`config.mk`:
```
export PLATFORM = sky130hd
export DESIGN_NAME = imem_loader
export DESIGN_NICKNAME = d
export VERILOG_FILES = /design/src/rtl/imem_loader_pkg.sv /design/src/rtl/imem_loader_byte_packer.sv /design/src/rtl/imem_loader.sv
export SDC_FILE = /design/constraint.sdc
export NUM_CORES = 1
export LEC_CHECK = 0
export BUFFER_PORTS_ARGS = -buffer_cell sky130_fd_sc_hd__buf_4
export CAP_MARGIN = 20
export CORE_MARGIN = 8
export CORE_UTILIZATION = 50
export DETAILED_ROUTE_END_ITERATION = 8
export GPL_TIMING_DRIVEN = 0
export PLACE_DENSITY = 0.75
export REMOVE_ABC_BUFFERS = 1
export SLEW_MARGIN = 25
export SYNTH_ARGS = -nofsm -noshare
export SYNTH_HDL_FRONTEND = slang
export SYNTH_SLANG_ARGS = --single-unit
```
`constraint.sdc`:
```
create_clock -name clk -period 4.77 [get_ports clk]
set_clock_uncertainty 0.1 [all_clocks]
set_input_delay 0.2385 -clock clk [delete_from_list [all_inputs] [get_ports clk]]
set_output_delay 0.2385 -clock clk [all_outputs]
set_load 0.02 [all_outputs]
```
`src/rtl/imem_loader_pkg.sv`:
```
// Purpose  : shared constants and FSM encoding for the instruction-memory loader.
// Latency  : n/a (declarations only).
// Backpres.: n/a.
// Contents : TEXT_BASE (text segment base, also used by the fetch-side ROM map),
//            BYTE_W (byte-lane width), state encoding.
package imem_loader_pkg;

    localparam logic [31:0] TEXT_BASE = 32'h0040_0000;
    localparam int          BYTE_W    = 8;

    localparam logic [1:0] ST_IDLE  = 2'd0;
    localparam logic [1:0] ST_RECV  = 2'd1;
    localparam logic [1:0] ST_WRITE = 2'd2;
    localparam logic [1:0] ST_DONE  = 2'd3;

    typedef enum logic [1:0] {
        IDLE  = ST_IDLE,
        RECV  = ST_RECV,
        WRITE = ST_WRITE,
        DONE  = ST_DONE
    } state_e;

endpackage

```
`src/rtl/imem_loader_byte_packer.sv`:
```
// Purpose  : packs pushed bytes little-endian into a word (byte k -> lane k).
// Latency  : word/full reflect the current push combinationally; state updates next edge.
// Backpres.: none; the caller only pushes when it can accept a byte.
// Ports    : clk, reset (async, active-high), clear (restart at lane 0), push,
//            byte_i (pushed byte), word (packed word including this push),
//            full (this push completes the word).
module byte_packer
    import imem_loader_pkg::*;
#(
    parameter int WORD_W = 32
) (
    input  logic              clk,
    input  logic              reset,
    input  logic              clear,
    input  logic              push,
    input  logic [BYTE_W-1:0] byte_i,
    output logic [WORD_W-1:0] word,
    output logic              full
);

    localparam int LANES = WORD_W / BYTE_W;
    localparam int CNT_W = $clog2(LANES);

    logic [CNT_W-1:0]  cnt_q;
    logic [WORD_W-1:0] lanes_q;

    // Merge the incoming byte into its lane so the owner can capture the
    // finished word on the same edge that accepts the last byte.
    always_comb begin
        word = lanes_q;
        if (push) begin
            word[int'(cnt_q)*BYTE_W +: BYTE_W] = byte_i;
        end
        full = push && (cnt_q == CNT_W'(LANES - 1));
    end

    always_ff @(posedge clk or posedge reset) begin
        if (reset) begin
            cnt_q   <= '0;
            lanes_q <= '0;
        end else if (clear) begin
            cnt_q   <= '0;
        end else if (push) begin
            lanes_q <= word;
            cnt_q   <= cnt_q + 1'b1;
        end
    end

endmodule

```
`src/rtl/imem_loader.sv`:
```
// Purpose  : loads a byte stream into instruction RAM as LE 32-bit words from BASE_ADDR, holding the CPU.
// Latency  : write strobe the cycle after the 4th byte; 5 cycles/word at full rate, then a 1-cycle done.
// Backpres.: byte_ready only in RECV; byte_valid stalls RECV indefinitely.
// Ports    : clk, reset (async, active-high); start/len load request; byte_data/_valid/_ready
//            stream; mem_we/mem_addr/mem_wdata RAM write port; busy, cpu_hold, done, err status.
module imem_loader
    import imem_loader_pkg::*;
#(
    parameter int                    DATA_WIDTH = 32,
    parameter int                    MEM_DEPTH  = 64,
    parameter logic [DATA_WIDTH-1:0] BASE_ADDR  = TEXT_BASE
) (
    input  logic                         clk,
    input  logic                         reset,
    input  logic                         start,
    input  logic [$clog2(MEM_DEPTH):0]   len,
    input  logic [7:0]                   byte_data,
    input  logic                         byte_valid,
    output logic                         byte_ready,
    output logic                         mem_we,
    output logic [DATA_WIDTH-1:0]        mem_addr,
    output logic [DATA_WIDTH-1:0]        mem_wdata,
    output logic                         busy,
    output logic                         cpu_hold,
    output logic                         done,
    output logic                         err
);

    localparam int LEN_W = $clog2(MEM_DEPTH) + 1;
    localparam int IDX_W = $clog2(MEM_DEPTH);

    state_e                  state_q, state_d;
    logic [LEN_W-1:0]        len_q, len_d;
    logic [IDX_W-1:0]        idx_q, idx_d;
    logic [DATA_WIDTH-1:0]   addr_q, addr_d;
    logic [DATA_WIDTH-1:0]   wdata_q, wdata_d;
    logic                    err_q, err_d;

    logic                    pk_clear, pk_push, pk_full;
    logic [DATA_WIDTH-1:0]   pk_word;
    logic                    last_word;

    byte_packer #(.WORD_W(DATA_WIDTH)) u_packer (
        .clk    (clk),
        .reset  (reset),
        .clear  (pk_clear),
        .push   (pk_push),
        .byte_i (byte_data),
        .word   (pk_word),
        .full   (pk_full)
    );

    assign last_word = (LEN_W'({1'b0, idx_q}) + LEN_W'(1)) == len_q;

    always_comb begin
        state_d  = state_q;
        len_d    = len_q;
        idx_d    = idx_q;
        addr_d   = addr_q;
        wdata_d  = wdata_q;
        err_d    = err_q;
        pk_clear = 1'b0;
        pk_push  = 1'b0;
        case (state_q)
            IDLE: begin
                if (start) begin
                    if (len != '0 && len <= LEN_W'(MEM_DEPTH)) begin
                        len_d    = len;
                        idx_d    = '0;
                        pk_clear = 1'b1;
                        err_d    = 1'b0;
                        state_d  = RECV;
                    end else begin
                        err_d    = 1'b1;
                        state_d  = DONE;
                    end
                end
            end
            RECV: begin
                pk_push = byte_valid;
                // Capture the port values on the accepting edge so the
                // write strobe cycle sees them from registers.
                if (pk_full) begin
                    wdata_d = pk_word;
                    addr_d  = BASE_ADDR + (DATA_WIDTH'(idx_q) << 2);
                    state_d = WRITE;
                end
            end
            WRITE: begin
                pk_clear = 1'b1;
                // Index stays put on the final word so it never reaches MEM_DEPTH.
                if (last_word) begin
                    state_d = DONE;
                end else begin
                    idx_d   = idx_q + 1'b1;
                    state_d = RECV;
                end
            end
            DONE: begin
                state_d = IDLE;
            end
            default: state_d = IDLE;
        endcase
    end

    always_ff @(posedge clk or posedge reset) begin
        if (reset) begin
            state_q <= IDLE;
            len_q   <= '0;
            idx_q   <= '0;
            addr_q  <= BASE_ADDR;
            wdata_q <= '0;
            err_q   <= 1'b0;
        end else begin
            state_q <= state_d;
            len_q   <= len_d;
            idx_q   <= idx_d;
            addr_q  <= addr_d;
            wdata_q <= wdata_d;
            err_q   <= err_d;
        end
    end

    assign byte_ready = (state_q == RECV);
    assign mem_we     = (state_q == WRITE);
    assign busy       = (state_q != IDLE);
    assign cpu_hold   = busy;
    assign done       = (state_q == DONE);
    assign err        = err_q;
    assign mem_addr   = addr_q;
    assign mem_wdata  = wdata_q;

endmodule

```
==> results of run 1 <==
## synthesized netlist by cell type, drive strengths merged
| library cell | count |
|---|---|
| buf | 39 |
| a211oi | 2 |
| o2bb2ai | 1 |
| and3 | 2 |
| xnor2 | 6 |
| a21o | 1 |
| and2b | 1 |
| a221o | 3 |
| or2 | 1 |
| o21ai | 27 |
| nand2 | 58 |
| xor2 | 4 |
| dfrtp | 80 |
| nor2b | 3 |
| nand3 | 3 |
| o21a | 3 |
| a22o | 9 |
| ha | 6 |
| a211o | 1 |
| nor4b | 1 |
| clkbuf | 2 |
| a2111oi | 1 |
| or4 | 1 |
| nor3 | 1 |
| mux2 | 36 |
| and4 | 1 |
| a21oi | 3 |
| nor4 | 3 |
| o211a | 1 |
| and2 | 3 |
| a21boi | 2 |
| nor3b | 6 |
| nand4 | 1 |
| nor2 | 7 |
| conb | 2 |
| inv | 5 |
| nand2b | 2 |
## path summary, 6_finish.rpt
| kind | slack [ps] | depth (start not counted) | end | start |
|---|---|---|---|---|
| setup / recovery | 1950 | 5 | mem_wdata[31] | state_q[1] |
| hold reg to reg | 390 | 2 | mem_addr[6] | mem_addr[6] |
| min in group asynchronous | 380 | 3 | mem_addr[5] | reset |
| max in group asynchronous | 3620 | 4 | mem_wdata[24] | reset |
| hold / removal | 40 | 2 | len_q[2] | len[2] |
| setup reg to reg | 1950 | 5 | mem_wdata[31] | state_q[1] |
## per-stage QoR
| step | util | total power [W] | worst slack [ps] | hold slack, ps | instances |
|---|---|---|---|---|---|
| after floorplan | - | 0.00168 | 2360 | 265 | 311 |
| after global placement | 0.573 | 0.00199 | 1480 | 368 | 472 |
| after detailed placement | 0.577 | 0.00203 | 1910 | 194 | 473 |
| after CTS | 0.607 | 0.00258 | 1900 | 27.9 | 489 |
| after global routing | 0.608 | 0.00272 | 1670 | 34.8 | 489 |
| final | 0.608 | 0.00255 | 1950 | 40.5 | 489 |
## metal layers
| layer | vias up | global-route usage | part of all wire |
|---|---|---|---|
| met5 | - | 0 | 0 |
| met4 | 0 | 0.0655 | 0.016 |
| met3 | 9 | 0.0365 | 0.085 |
| met2 | 79 | 0.244 | 0.49 |
| met1 | 1202 | 0.184 | 0.41 |
| li1 | 1183 | - | - |
## cells in the final DEF (no fill, tap or decap), types with 5 or more instances in the layout
master and instances:
buf_4 62, conb_1 26, nor2_1 7, o21ai_1 24, a22o_1 8, xnor2_1 6
nand2_2 6, nand2_1 52, ha_1 6, mux2_2 36, clkbuf_8 9, dfrtp_1 80
nor3b_1 5
## state kept, by name, summed over array words and instances (netlist names)
signal / count
err: 1
mem_wdata: 32
u_packer.lanes_q: 24
idx_q: 6
len_q: 7
mem_addr: 6
state_q: 2
u_packer.cnt_q: 2
## power by group
part / total, W / internal, W / switching, W
logic: 0.000962 / 0.000423 / 0.000539
clock network: 0.000535 / 0.000293 / 0.000242
registers: 0.00105 / 0.000909 / 0.000143
total: 0.00255 / 0.00163 / 0.000924
## kinds of logic (layout without fill, tap and decap cells)
| family | Yosys count | in the layout | share of synthesized area |
|---|---|---|---|
| compound gates | 54 | 54 | 0.0959 |
| xor+xnor | 10 | 10 | 0.0253 |
| fa+ha+maj | 6 | 6 | 0.0200 |
| buf+inv | 46 | 84 | 0.0809 |
| flops | 80 | 80 | 0.533 |
| mux | 36 | 36 | 0.108 |
| other cells | 2 | 26 | 0.00200 |
| simple gates | 94 | 94 | 0.135 |
## area by class of cell
class                   instances  area [um2]
repair buffers                 64         503
flip-flops and latches         80        2000
clock inverters                 5        81.3
multi-input cells             226        1550
fillers                       605        2850
clock buffers                  10         128
inverters                       5        21.3
well taps                      99         124
## what timing repair did
action / in CTS / in global routing
hold endpoints to repair: 33 / 0
gates resized for setup: 0 / 0
hold buffers: 1 / 0
==> flow_summary.yaml, run 1 <==
clock_tree:
  ctsHtreeMaxLevel: 3
  cts_setup_buffers: 0
  cts_buffer_depth: 2
  insertion_delay_ps: 350
  path_clk_slew_ps: 80
  tritoncts.num_buffers: 9
  cts_tree: "done"
  root_buffer: "clkbuf_8"
  clock-sinks: 80
detailed_routing:
  first_pass_iters: 5
  ant_nets: 0
  vias_per_cell: 5.06
  drt_iter0_drc: 65
  wl_per_cell_um: 15.5
  vias: 2473
  wl_um: 7600
  drc_errors: 0
timing:
  finalCritPeriodShare: 0.592
  hold_violations: 0
  rsz0062_at_grt: "false"
  tightest_slew_ps: 1040
  slew_viol_final: 0
  max_freq_mhz: 354
  fin_setup_tns_ps: 0
  fin_crit_ps: 2820
  slew_headroom: 0.303
  finalSetupViolCount: 0
synthesis:
  yosysWarnings: 0
  ys_ff_latch: 80
  synth_cell_types: 52
  syn-cell-area_um2: 3760
  synth_area_leaders: "dfrtp_1 (53%), mux2_2 (11%), buf_4 (6.0%), nand2_1 (5.2%), o21ai_1 (3.2%)"
  synth_top_cell_by_area: "dfrtp_1"
  syn_inst: 328
  synth_top_area_share: 0.533
  syn_avg_cell_area_um2: 11.5
  ys_seq_area_frac: 0.533
die:
  initial_core_util: 0.518
  fp-row-count: 31
  io_pins: 89
  fp.dieH_um: 103
  die_w_um: 103
  die_area_um2: 10500
  core_um2: 7250
worst_setup_path:
  cp_max_fo: 42
  cp_slowest_cell: "nand2_2"
  cp_slowest_stage_delay_ps: 630
  critical_path_class: "reg2reg"
  path_delay_family: "simple AND/OR/NAND/NOR gates"
  start_kind: "flip-flop"
  endpoint_kind: "flip-flop"
  crit_buf_inv: 0
  cp.arrival_ps: 3000
  crit_required_ps: 4950
  crit_chain: "and2b_1 > and2_0 > nand2_2 > nor4_4 > a22o_1"
cells_and_area:
  synthToLayoutAreaGrowth_pct: 17.2
  drive_gt1_frac: 0.344
  fin_nets: 411
  antennaDiodeCount: 0
  fin_area_um2: 4410
grt:
  grt_max_degree: 48
  grt_pass1_vias: 2514
  grt_usage: 0.150
  grt_pass1_wl_um: 12300
  antenna_found_initial: 0
  grt_overflow: 0
placed_design:
  io_buffers: 62
  dpl_cell_area_um2: 4180
  place.gp.congestion: 0.762
  dp_hpwl_um: 5440
power:
  p_per_area_nw_per_um2: 579
  p_leak_nw: 2.17
  vdd_drop_max_v: 0.000250
status:
  status: "finished, final reports clean"
flow_run:
  maxCapViolCount: 0
worst_hold_path:
  hp-class: "in2reg"
Note: power is estimated with default switching activity, not from simulation.
==> run 2: changes to the inputs <==
==> constraint.sdc (replaced) <==
create_clock -name clk -period 2.65 [get_ports clk]
set_clock_uncertainty 0.1 [all_clocks]
set_input_delay 0.1325 -clock clk [delete_from_list [all_inputs] [get_ports clk]]
set_output_delay 0.1325 -clock clk [all_outputs]
set_load 0.02 [all_outputs]
==> flow_summary.yaml, run 2 (synthesis results as in run 1) <==
status:
  status: "finished, final reports clean"
flow_run:
  maxCapViolCount: 0
placed_design:
  dp_hpwl_um: 5440
  place.gp.congestion: 0.762
  dpl_cell_area_um2: 4180
  io_buffers: 62
worst_setup_path:
  crit_chain: "and2b_1 > and2_0 > nand2_4 > nor4_4 > buf_4 > a22o_1"
  start_kind: "flip-flop"
  cp_slowest_cell: "dfrtp_1"
  crit_required_ps: 2840
  crit_buf_inv: 1
  path_delay_family: "simple AND/OR/NAND/NOR gates"
  cp_slowest_stage_delay_ps: 510
  endpoint_kind: "flip-flop"
  critical_path_class: "reg2reg"
  ff2ff_setup_slack_ps: 190
  cp_max_fo: 42
  cp.arrival_ps: 2650
clock_tree:
  ctsHtreeMaxLevel: 3
  tritoncts.num_buffers: 9
  root_buffer: "clkbuf_8"
  insertion_delay_ps: 350
  cts_tree: "done"
  clock-sinks: 80
  cts_buffer_depth: 2
  path_clk_slew_ps: 80
detailed_routing:
  drc_errors: 0
  ant_nets: 0
  drt_iter0_drc: 52
  vias: 2539
  wl_um: 7880
  first_pass_iters: 4
  vias_per_cell: 5.02
  wl_per_cell_um: 15.6
power:
  p_per_area_nw_per_um2: 1010
  finalPower_w: 0.00463
  p_leak_nw: 2.26
  vdd_drop_max_v: 0.000448
die:
  io_pins: 89
  die_w_um: 103
  fp-row-count: 31
  die_area_um2: 10500
  core_um2: 7250
  initial_core_util: 0.518
  fp.dieH_um: 103
timing:
  max_freq_mhz: 407
  slew_headroom: 0.609
  hold_violations: 0
  rsz0062_at_grt: "false"
  fin_hold_ws_ps: 29.2
  finalSetupViolCount: 0
  slew_viol_final: 0
  fin_crit_ps: 2460
  fin_setup_tns_ps: 0
  tightest_slew_ps: 583
  finalCritPeriodShare: 0.928
cells_and_area:
  synthToLayoutAreaGrowth_pct: 22.1
  fin_nets: 428
  fin_util: 0.633
  mostFrequentLayoutCell: "dfrtp_1"
  largest_register_ffs: 32
  drive_gt1_frac: 0.337
  fin_area_um2: 4590
  antennaDiodeCount: 0
  final_cell_mix: "dfrtp_1 (80), buf_4 (63), nand2_1 (52)"
grt:
  grt_pass1_wl_um: 12700
  grt_overflow: 0
  grt_pass1_vias: 2612
  grt_usage: 0.155
  antenna_found_initial: 0
  grt_max_degree: 48
worst_hold_path:
  hp-class: "in2reg"
-- run 2: power breakdown --
| part | internal [W] | leakage (nW) | switching [W] |
|---|---|---|---|
| Clock | 0.000528 | 0.103 | 0.000439 |
| Combinational | 0.000784 | 1.07 | 0.000985 |
| Sequential | 0.00164 | 1.08 | 0.000261 |
| Total | 0.00295 | 2.26 | 0.00168 |
-- run 2: worst paths after layout --
check	from	to	cells after the start
max	state_q[1]	mem_wdata[31]	6
min	byte_valid	u_packer.cnt_q[0]	3
max reg2reg	state_q[1]	mem_wdata[31]	6
min reg2reg	mem_addr[6]	mem_addr[6]	2
max in group asynchronous	reset	u_packer.lanes_q[0]	4
min in group asynchronous	reset	mem_addr[5]	3
-- run 2: metal layers --
layer / share of wire / track usage
met1: 0.41 / 0.186
met2: 0.49 / 0.259
met3: 0.075 / 0.0358
met4: 0.018 / 0.0677
met5: 0 / 0
-- run 2: cell type report --
type	count	area [um2]
inverter	5	21.3
sequential	80	2000
timing repair buffer	81	671
fill	580	2660
tap	99	124
clock inverter	5	81.3
clock buffer	10	128
multi-input combinational	226	1560
-- run 2: through the flow --
step | cells | worst slack [ps]
4_1_cts | 505 | 35.0
5_1_grt | 506 | 0.965
2_1_floorplan | 311 | 240
3_3_place_gp | 472 | -530
6_report | 506 | 190
3_5_place_dp | 473 | -208
-- run 2: timing repair --
item	CTS	global route
setup endpoints to repair	8	29
pin swaps	0	1
endpoints found under the hold margin	73	0
hold buffers	17	0
resized for setup	1	2
setup buffers	0	1
-- run 2: worst register-to-register path: cells and delay by family (launching register included) --
| family | cells | cell delay [ps] |
|---|---|---|
| AOI/OAI and AO/OA | 1 | 140 |
| and+or+nand+nor | 4 | 1460 |
| buffers and inverters | 1 | 200 |
| DFF | 1 | 510 |
==> run 3: changes to the inputs <==
--- a/config.mk
+++ b/config.mk
@@ -11,6 +11,7 @@
 export CORE_UTILIZATION = 50
 export DETAILED_ROUTE_END_ITERATION = 8
 export GPL_TIMING_DRIVEN = 0
+export MAX_ROUTING_LAYER = met4
 export PLACE_DENSITY = 0.75
 export REMOVE_ABC_BUFFERS = 1
 export SLEW_MARGIN = 25
==> flow_summary.yaml, run 3 (synthesis results as in run 1) <==
status:
  status: "finished, final reports clean"
cells_and_area:
  fill_cells: 580
  final_cell_mix: "dfrtp_1 (80), buf_4 (63), nand2_1 (52)"
  largest_register_ffs: 32
  fin_nets: 428
  antennaDiodeCount: 0
  multi_input_area_um2: 1560
  fin_util: 0.633
  synthToLayoutAreaGrowth_pct: 22.1
  fin_area_um2: 4590
  mostFrequentLayoutCell: "dfrtp_1"
  drive_gt1_frac: 0.337
  regArea_um2: 2000
grt:
  grt_max_degree: 48
  grt_overflow: 0
  antenna_found_initial: 0
  grt_pass1_wl_um: 12700
  grt_usage: 0.159
  grt_pass1_vias: 2611
die:
  initial_core_util: 0.518
  die_w_um: 103
  core_um2: 7250
  fp-row-count: 31
  io_pins: 89
  die_area_um2: 10500
  fp.dieH_um: 103
detailed_routing:
  drt_iter0_drc: 69
  vias: 2548
  ant_nets: 0
  wl_um: 7840
  wl_per_cell_um: 15.5
  drc_errors: 0
  first_pass_iters: 4
  vias_per_cell: 5.04
worst_setup_path:
  cp_slowest_cell: "dfrtp_1"
  r2r_cells: 6
  crit_chain: "and2b_1 > and2_0 > nand2_4 > nor4_4 > buf_4 > a22o_1"
  cp_slowest_stage_delay_ps: 500
  crit_required_ps: 2830
  start_kind: "flip-flop"
  cp.arrival_ps: 2640
  r2r-end: "mem_wdata[31]"
  ff2ff_setup_slack_ps: 200
  critical_path_class: "reg2reg"
  r2r_start: "state_q[1]"
  cp_max_fo: 42
  endpoint_kind: "flip-flop"
timing:
  slew_viol_final: 0
  max_freq_mhz: 407
  rsz0062_at_grt: "false"
  slew_headroom: 0.596
  finalCritPeriodShare: 0.926
  hold_violations: 0
  fin_crit_ps: 2450
  tightest_slew_ps: 604
  finalSetupViolCount: 0
  fin_setup_tns_ps: 0
worst_hold_path:
  holdPathStages: 3
  hp-class: "in2reg"
  worstHoldStart: "byte_valid"
  min_to: "u_packer.cnt_q[0]"
power:
  p_leak_nw: 2.26
  finalPower_w: 0.00463
  vdd_drop_max_v: 0.000449
  p_per_area_nw_per_um2: 1010
placed_design:
  place.gp.congestion: 0.772
  dpl_cell_area_um2: 4180
  dp_hpwl_um: 5440
  io_buffers: 62
clock_tree:
  cts_buffer_depth: 2
  cts_tree: "done"
  clock-sinks: 80
  insertion_delay_ps: 350
  path_clk_slew_ps: 70
  root_buffer: "clkbuf_8"
  ctsHtreeMaxLevel: 3
  tritoncts.num_buffers: 9
flow_run:
  maxCapViolCount: 0
-- run 3: cell counts in the layout (fill, tap and decap cells not counted) --
Identical to the previous run, type by type.
-- run 3: area by class of cell --
class | instances | share of cell area
clock inverters | 5 | 0.0177
inverters | 5 | 0.00463
multi-input cells | 226 | 0.341
well taps | 99 | 0.0270
flip-flops and latches | 80 | 0.436
clock buffers | 10 | 0.0278
repair buffers | 81 | 0.146
-- run 3: power breakdown --
group	total [W]	leakage, nW	internal (W)	switching [W]
Sequential	0.00190	1.08	0.00164	0.000260
Clock	0.000963	0.103	0.000528	0.000436
Combinational	0.00177	1.07	0.000784	0.000983
Total	0.00463	2.26	0.00295	0.00168
-- run 3: timing repair --
item,in CTS,in global routing
setup endpoints to repair,8,29
endpoints found under the hold margin,73,0
gates resized for setup,1,2
setup buffers,0,1
hold buffers,17,0
pin swaps,0,1
-- run 3: worst max-delay path, delay by kind of cell (launching register included) --
family | cells | cell delay (ps)
AO/OA/AOI/OAI | 1 | 140
AND/OR/NAND/NOR | 4 | 1440
flip-flops | 1 | 500
buffers and inverters | 1 | 200
-- run 3: layer usage --
metal	wire length (um)	GRT usage	up-vias
met5	0	-	-
met4	139	0.0677	0
met3	562	0.0324	14
met2	3940	0.259	76
met1	3200	0.188	1242
li1	-	-	1216
-- run 3: worst max-delay path by stage --
| stage | from | end | slack (ps) |
|---|---|---|---|
| 2_1_floorplan | state_q[1] | mem_wdata[24] | 240 |
| 3_3_place_gp | reset | mem_wdata[26] | -530 |
| 3_5_place_dp | state_q[1] | mem_wdata[29] | -210 |
| 4_1_cts | u_packer.cnt_q[0] | mem_wdata[17] | 30 |
| 5_1_grt | state_q[1] | mem_wdata[27] | 0.8 |
| 6_report | state_q[1] | mem_wdata[31] | 200 |
-- run 3: stage by stage --
stage               cells  hold WS, ps  setup slack (ps)
floorplan             311          159               240
global placement      472          272              -530
detailed placement    473         88.3              -208
CTS                   505         19.0              35.0
global route          506         27.5             0.761
finish                506         29.5               196
